--- config.mk ---
export PLATFORM = sky130hd
export DESIGN_NAME = mips32_prog_loader
export DESIGN_NICKNAME = d
export VERILOG_FILES = /design/src/rtl/mips32_pkg.sv /design/src/rtl/mips32_loader_csum.sv /design/src/rtl/mips32_prog_loader.sv
export SDC_FILE = /design/constraint.sdc
export NUM_CORES = 1
export LEC_CHECK = 0
export BUFFER_PORTS_ARGS = -buffer_cell sky130_fd_sc_hd__buf_4
export CAP_MARGIN = 15
export CORE_ASPECT_RATIO = 2
export CORE_UTILIZATION = 30
export CTS_BUF_LIST = sky130_fd_sc_hd__clkbuf_8
export CTS_CLUSTER_DIAMETER = 40
export DETAILED_ROUTE_END_ITERATION = 10
export GPL_TIMING_DRIVEN = 0
export SLEW_MARGIN = 30
export SYNTH_ARGS = -nofsm -noshare
export SYNTH_HDL_FRONTEND = slang
export SYNTH_HIERARCHICAL = 1
export SYNTH_SLANG_ARGS = --single-unit
--- constraint.sdc ---
create_clock -name clk -period 4.85 [get_ports clk]
set_input_delay 0.7275 -clock clk [delete_from_list [all_inputs] [get_ports clk]]
set_output_delay 0.7275 -clock clk [all_outputs]
set_load 0.01 [all_outputs]
--- src/rtl/mips32_pkg.sv ---
// Shared definitions for the MIPS32 program loader and its pipeline neighbour.
// Latency: n/a (types and constants only).
// Backpressure: n/a.
package mips32_pkg;

    // Loader states; CSUM and ERR are only reachable in the checksum build.
    typedef enum logic [2:0] {
        ST_HDR   = 3'd0,
        ST_DATA  = 3'd1,
        ST_CSUM  = 3'd2,
        ST_ERR   = 3'd3,
        ST_START = 3'd4,
        ST_RUN   = 3'd5
    } ld_state_t;

    // Header word layout: base address in the upper half, word count in the lower half.
    localparam int ADDR_MSB = 31;
    localparam int ADDR_LSB = 16;
    localparam int CNT_MSB  = 15;
    localparam int CNT_LSB  = 0;

    // Opcode of the HLT instruction that ends a program run.
    localparam logic [5:0] HLT_OP = 6'h3F;

    // States in which the loader accepts stream words.
    function automatic logic state_accepts(input ld_state_t s);
        return (s == ST_HDR) || (s == ST_DATA) || (s == ST_CSUM);
    endfunction

endpackage

--- src/rtl/mips32_loader_csum.sv ---
// Running 32-bit wrapping sum of a segment's data words, compared against a trailer word.
// Latency: sum updates one cycle after add; match is combinational on cmp_data.
// Backpressure: none; the caller qualifies clear/add with its own handshake.
module mips32_loader_csum #(
    parameter int DW = 32
) (
    input  logic          clk,
    input  logic          reset,
    input  logic          clear,
    input  logic          add,
    input  logic [DW-1:0] add_data,
    input  logic [DW-1:0] cmp_data,
    output logic          match
);

    logic [DW-1:0] sum;

    // Accumulator: clear at segment start, add each accepted data word.
    always_ff @(posedge clk) begin
        if (reset) begin
            sum <= '0;
        end else if (clear) begin
            sum <= '0;
        end else if (add) begin
            sum <= sum + add_data;
        end
    end

    assign match = (sum == cmp_data);

endmodule

--- src/rtl/mips32_prog_loader.sv ---
// Streams header/data(/checksum) words into CPU memory, then launches the CPU and waits for HLT.
// Latency: memory write registered one cycle after each data transfer; launch pulse one cycle after the launch header.
// Backpressure: in_ready high only while loading; low in START/RUN/ERR. Checksum trailer enabled by MIPS32_LOADER_CHECKSUM_EN.
import mips32_pkg::*;

module mips32_prog_loader #(
    parameter int AW = 10,
    parameter int DW = 32
) (
    input  logic          clk,
    input  logic          reset,
    input  logic          in_valid,
    output logic          in_ready,
    input  logic [DW-1:0] in_data,
    output logic          mem_we,
    output logic [AW-1:0] mem_addr,
    output logic [DW-1:0] mem_wdata,
    output logic          cpu_hold,
    output logic          cpu_start,
    output logic [31:0]   cpu_pc,
    input  logic          cpu_halted,
    output logic          busy,
    output logic          err,
    output logic [15:0]   words_loaded
);

    ld_state_t     state;
    ld_state_t     state_nxt;
    logic [AW-1:0] ptr;
    logic [15:0]   rem;
    logic          take;
    logic [15:0]   hdr_base;
    logic [15:0]   hdr_cnt;
    logic          hdr_take;
    logic          data_take;

    assign take      = in_valid & in_ready;
    assign hdr_base  = in_data[ADDR_MSB:ADDR_LSB];
    assign hdr_cnt   = in_data[CNT_MSB:CNT_LSB];
    assign hdr_take  = take && (state == ST_HDR);
    assign data_take = take && (state == ST_DATA);

`ifdef MIPS32_LOADER_CHECKSUM_EN
    logic csum_match;

    mips32_loader_csum #(.DW(DW)) u_csum (
        .clk      (clk),
        .reset    (reset),
        .clear    (hdr_take),
        .add      (data_take),
        .add_data (in_data),
        .cmp_data (in_data),
        .match    (csum_match)
    );
`endif

    // State register.
    always_ff @(posedge clk) begin
        if (reset) begin
            state <= ST_HDR;
        end else begin
            state <= state_nxt;
        end
    end

    // Next-state logic; cpu_halted only matters once the CPU is actually running.
    always_comb begin
        state_nxt = state;
        case (state)
            ST_HDR: begin
                if (take) begin
                    state_nxt = (hdr_cnt != 16'd0) ? ST_DATA : ST_START;
                end
            end
            ST_DATA: begin
                if (take && (rem == 16'd1)) begin
`ifdef MIPS32_LOADER_CHECKSUM_EN
                    state_nxt = ST_CSUM;
`else
                    state_nxt = ST_HDR;
`endif
                end
            end
`ifdef MIPS32_LOADER_CHECKSUM_EN
            ST_CSUM: begin
                if (take) begin
                    state_nxt = csum_match ? ST_HDR : ST_ERR;
                end
            end
            ST_ERR: begin
                state_nxt = ST_ERR;
            end
`endif
            ST_START: begin
                state_nxt = ST_RUN;
            end
            ST_RUN: begin
                if (cpu_halted) begin
                    state_nxt = ST_HDR;
                end
            end
            default: begin
                state_nxt = ST_HDR;
            end
        endcase
    end

    // Control outputs registered from the next state, so they line up with the state itself;
    // the reset values hold in_ready low for the first cycle out of reset.
    always_ff @(posedge clk) begin
        if (reset) begin
            in_ready  <= 1'b0;
            cpu_hold  <= 1'b1;
            cpu_start <= 1'b0;
            busy      <= 1'b0;
            err       <= 1'b0;
        end else begin
            in_ready  <= state_accepts(state_nxt);
            cpu_hold  <= !((state_nxt == ST_START) || (state_nxt == ST_RUN));
            cpu_start <= (state_nxt == ST_START);
            busy      <= (state_nxt != ST_HDR);
`ifdef MIPS32_LOADER_CHECKSUM_EN
            err       <= (state_nxt == ST_ERR);
`else
            err       <= 1'b0;
`endif
        end
    end

    // Datapath: segment pointer/count, registered memory write, launch PC and word counter.
    always_ff @(posedge clk) begin
        if (reset) begin
            ptr          <= '0;
            rem          <= '0;
            mem_we       <= 1'b0;
            mem_addr     <= '0;
            mem_wdata    <= '0;
            cpu_pc       <= '0;
            words_loaded <= '0;
        end else begin
            mem_we <= 1'b0;
            if (hdr_take) begin
                ptr <= hdr_base[AW-1:0];
                rem <= hdr_cnt;
                if (hdr_cnt == 16'd0) begin
                    cpu_pc <= {16'b0, hdr_base};
                end
            end
            if (data_take) begin
                mem_we    <= 1'b1;
                mem_addr  <= ptr;
                mem_wdata <= in_data;
                ptr       <= ptr + AW'(1);
                rem       <= rem - 16'd1;
                if (words_loaded != 16'hFFFF) begin
                    words_loaded <= words_loaded + 16'd1;
                end
            end
            if ((state == ST_RUN) && cpu_halted) begin
                words_loaded <= '0;
            end
        end
    end

endmodule
==> flow_results.xml <==
<?xml version="1.0" encoding="UTF-8"?>
<metrics>
  <group name="global_route">
    <metric name="grt_start_max_net_pins" unit="">19</metric>
    <metric name="track_usage" unit="%">21.1</metric>
    <metric name="grt_remaining_overflow" unit="">0</metric>
    <metric name="vias_in_the_first_global_route" unit="">5084</metric>
    <metric name="antenna_found_initial" unit="">0</metric>
    <metric name="wire_length_of_the_first_global_routing_pass" unit="mm">27.5</metric>
  </group>
  <group name="final_layout">
    <metric name="fin_area" unit="mm²">0.00636</metric>
    <metric name="nets" unit="">817</metric>
    <metric name="most-common-layout-cells" unit="">131 x sky130_fd_sc_hd__buf_4, 119 x sky130_fd_sc_hd__nand2_1, 108 x sky130_fd_sc_hd__dfxtp_1, 87 x sky130_fd_sc_hd__a21oi_1, 41 x sky130_fd_sc_hd__clkbuf_1</metric>
    <metric name="final_layout_size_suffix_gt1_share" unit="%">19.8</metric>
    <metric name="mostFrequentLayoutCell" unit="">sky130_fd_sc_hd__buf_4</metric>
    <metric name="syn_to_final_growth" unit="%">26.9</metric>
    <metric name="antenna_cells" unit="">0</metric>
  </group>
  <group name="cts">
    <metric name="tritoncts.num_buffers" unit="">9</metric>
    <metric name="root_buffer" unit="">sky130_fd_sc_hd__clkbuf_8</metric>
    <metric name="insertion_delay_to_the_later_sink_of_the_worst_skew_pair" unit="ps">390</metric>
    <metric name="level_count_of_the_clock_h_tree" unit="">3</metric>
    <metric name="cts_max_path_buffers" unit="">2</metric>
    <metric name="cts.reportedPaths.clkPinSlew" unit="ps">110</metric>
    <metric name="cts_tree" unit="">yes</metric>
    <metric name="postCtsHoldBufs" unit="">0</metric>
    <metric name="post_cts_resized" unit="">0</metric>
    <metric name="postCtsSetupRepairBufs" unit="">0</metric>
    <metric name="clkSinkCount" unit="">108</metric>
  </group>
  <group name="synthesis">
    <metric name="fraction_of_the_yosys_area_taken_by_sequential_cells" unit="%">43.1</metric>
    <metric name="synthArstFlopShare" unit="%">0</metric>
    <metric name="syn_area" unit="mm²">0.00502</metric>
    <metric name="yosys.cell_types.count" unit="">56</metric>
    <metric name="number_of_storage_elements_in_the_synthesis_netlist" unit="">108</metric>
    <metric name="synth_cells" unit="">635</metric>
    <metric name="synth.yosys.warnings" unit="">6</metric>
    <metric name="post_synth.cell_area_avg" unit="µm²">7.90</metric>
    <metric name="synth-edff-count" unit="">0</metric>
    <metric name="ys_dominant_reg_cell" unit="">sky130_fd_sc_hd__dfxtp_1</metric>
  </group>
  <group name="power_and_ir_drop">
    <metric name="pwr_density_cell" unit="mW/mm²">253</metric>
    <metric name="leakagePower" unit="nW">2.38</metric>
    <metric name="vdd_drop_max" unit="µV">144</metric>
  </group>
  <group name="sta">
    <metric name="worst_clock_skew" unit="ps">18.2</metric>
    <metric name="whs" unit="ps">460</metric>
    <metric name="final_hold_viols" unit="">0</metric>
    <metric name="rsz0062_at_grt" unit="">no</metric>
    <metric name="achievable-frequency" unit="MHz">367</metric>
    <metric name="worst_margin_pin_slew" unit="ps">968</metric>
    <metric name="fin_crit_sh" unit="%">56.1</metric>
    <metric name="finalCriticalPeriod" unit="ps">2720</metric>
    <metric name="slew_violations" unit="">0</metric>
    <metric name="finalSetupViolCount" unit="">0</metric>
    <metric name="setup_tns" unit="ps">0</metric>
    <metric name="slew_headroom" unit="%">35.3</metric>
  </group>
  <group name="setup_path">
    <metric name="critPathLaunchType" unit="">register</metric>
    <metric name="timing.critical_path.to_type" unit="">register</metric>
    <metric name="cpLargestDelayFamily" unit="">simple AND/OR/NAND/NOR gates</metric>
    <metric name="path_buf_inv" unit="">2</metric>
    <metric name="crit_path_max_incr_delay" unit="ps">800</metric>
    <metric name="critical_path_peak_fanout" unit="">10</metric>
    <metric name="critical_path.slowest_cell" unit="">sky130_fd_sc_hd__nor4bb_1</metric>
    <metric name="worstSetupPathType" unit="">reg2reg</metric>
    <metric name="cp_cell_sequence" unit="">nor4bb_1 &gt; nand2_1 &gt; clkbuf_1 &gt; clkbuf_1 &gt; nand2_1 &gt; a21oi_1</metric>
    <metric name="cp_data_arrival_time" unit="ps">2980</metric>
    <metric name="critPathRequiredTime" unit="ps">5110</metric>
  </group>
  <group name="place">
    <metric name="placed_area" unit="mm²">0.00619</metric>
    <metric name="gpl.final_weighted_congestion" unit="">0.867</metric>
    <metric name="port_buffers" unit="">114</metric>
    <metric name="dpl.hpwl" unit="mm">13.5</metric>
  </group>
  <group name="status">
    <metric name="run_status" unit="">complete, no violations</metric>
  </group>
  <group name="die">
    <metric name="chipWidth" unit="µm">93.4</metric>
    <metric name="core" unit="mm²">0.0163</metric>
    <metric name="row_count" unit="">66</metric>
    <metric name="starting_utilization_of_the_core_area" unit="%">30.8</metric>
    <metric name="floorplan.die.height" unit="µm">185</metric>
    <metric name="die_outline_area" unit="mm²">0.0173</metric>
    <metric name="pin_count" unit="">132</metric>
  </group>
  <group name="detailed_routing">
    <metric name="detail_route.iter0.violations" unit="">306</metric>
    <metric name="total_wire_length_after_detailed_routing" unit="mm">17.8</metric>
    <metric name="viasPerCell" unit="">5.40</metric>
    <metric name="drc" unit="">0</metric>
    <metric name="first_pass_drt_iterations" unit="">5</metric>
    <metric name="avgRoutedWirePerCell" unit="µm">18.0</metric>
    <metric name="vias" unit="">5329</metric>
    <metric name="route.antenna.remaining_nets" unit="">0</metric>
  </group>
  <group name="flow_run">
    <metric name="drv.max_cap_violation_count" unit="">0</metric>
  </group>
  <group name="min_path">
    <metric name="min_path_type" unit="">reg2reg</metric>
  </group>
</metrics>
-- through the flow --
stage,util [%],cells,total power [W],worst slack (ps)
2_1_floorplan,-,652,0.00103,2690
3_3_place_gp,38.1,970,0.00111,1850
3_5_place_dp,38.1,970,0.00111,1850
4_1_cts,39.1,986,0.00162,2140
5_1_grt,39.1,986,0.00168,1980
6_report,39.1,986,0.00161,2130
-- layer usage --
metal,vias up,track usage (%),part of all wire (%)
met5,-,0,0
met4,0,12.9,5.1
met3,52,3.65,4.8
met2,203,39.3,54
met1,2558,21.3,36
li1,2516,-,-
-- power by group --
part	switching (W)	internal, W
combinational	0.000108	0.0000693
sequential	0.0000146	0.000899
clock	0.000329	0.000191
total	0.000452	0.00116
-- worst paths after layout --
kind                                    start       endpoint  slack (ps)  cells past startpoint
worst min register to register  mem_wdata[17]  mem_wdata[17]         460                      2
worst max-delay path                 in_ready  mem_wdata[26]        2130                      6
worst min-delay path            mem_wdata[17]  mem_wdata[17]         460                      2
worst max register to register       in_ready  mem_wdata[26]        2130                      6
-- cell families (layout without fill, tap and decap cells) --
group                      after synthesis  after routing  synth area share [%]
AOI/OAI and AO/OA                      176            176                  20.5
xor gates and xnor gates                 1              1                 0.175
adders and majority gates                4              4                 0.998
buffers and inverters                   69            199                  6.49
DFF                                    108            108                  43.1
muxes                                   13             13                  2.62
other                                    1             18                0.0748
and+or+nand+nor                        263            263                  26.0
-- final cells by class --
cell class / instances / area, µm²
multi-input combinational: 475 / 2590
timing repair buffer: 114 / 856
tap: 204 / 255
buffer: 62 / 299
fill: 1718 / 9900
clock buffer: 9 / 124
inverter: 7 / 26.3
clock inverter: 7 / 50.0
sequential: 108 / 2160
-- synthesized netlist by cell type (2+ instances only) --
master / instances / area (µm²)
sky130_fd_sc_hd__buf_4: 17 / 128
sky130_fd_sc_hd__nor2_1: 25 / 93.8
sky130_fd_sc_hd__a22oi_1: 5 / 37.5
sky130_fd_sc_hd__ha_1: 4 / 50.1
sky130_fd_sc_hd__and4b_1: 3 / 30.0
sky130_fd_sc_hd__o21ai_0: 31 / 155
sky130_fd_sc_hd__nand2b_1: 4 / 25.0
sky130_fd_sc_hd__mux2i_1: 12 / 120
sky130_fd_sc_hd__o31ai_1: 7 / 52.6
sky130_fd_sc_hd__a21oi_1: 87 / 435
sky130_fd_sc_hd__nor4_1: 8 / 50.1
sky130_fd_sc_hd__nor3_1: 6 / 30.0
sky130_fd_sc_hd__o211ai_1: 3 / 22.5
sky130_fd_sc_hd__and2_1: 3 / 18.8
sky130_fd_sc_hd__nand2_1: 119 / 447
sky130_fd_sc_hd__nand3_1: 28 / 140
sky130_fd_sc_hd__a211oi_1: 12 / 90.1
sky130_fd_sc_hd__dfxtp_1: 108 / 2160
sky130_fd_sc_hd__nor2b_1: 8 / 50.1
sky130_fd_sc_hd__clkbuf_1: 41 / 154
sky130_fd_sc_hd__nand4_1: 14 / 87.6
sky130_fd_sc_hd__a21o_1: 3 / 22.5
sky130_fd_sc_hd__nand4b_1: 2 / 17.5
sky130_fd_sc_hd__or2_2: 2 / 12.5
sky130_fd_sc_hd__o32ai_1: 2 / 17.5
sky130_fd_sc_hd__and3_1: 7 / 43.8
sky130_fd_sc_hd__buf_1: 2 / 7.51
sky130_fd_sc_hd__o21a_1: 4 / 30.0
sky130_fd_sc_hd__inv_1: 6 / 22.5
sky130_fd_sc_hd__nand3b_1: 3 / 22.5
sky130_fd_sc_hd__or3_1: 14 / 87.6
sky130_fd_sc_hd__o2bb2ai_1: 2 / 17.5
sky130_fd_sc_hd__and4_1: 4 / 35.0
sky130_fd_sc_hd__or4_1: 7 / 52.6
sky130_fd_sc_hd__a31oi_1: 11 / 68.8
-- sequential cells by signal (all words and copies together) (netlist names), 3 cells and up --
register and cells:
mem_wdata 32, state 3, cpu_pc 16, ptr 10, rem 16, mem_addr 10
words_loaded 16
-- worst reg2reg max path, stage by stage, from the launching register on --
cell and delay [ps]:
sky130_fd_sc_hd__dfxtp_1 470, sky130_fd_sc_hd__nor4bb_1 800, sky130_fd_sc_hd__nand2_1 360, sky130_fd_sc_hd__clkbuf_1 390, sky130_fd_sc_hd__clkbuf_1 360, sky130_fd_sc_hd__nand2_1 150
sky130_fd_sc_hd__a21oi_1 70
(Power assumes the default switching activity.)
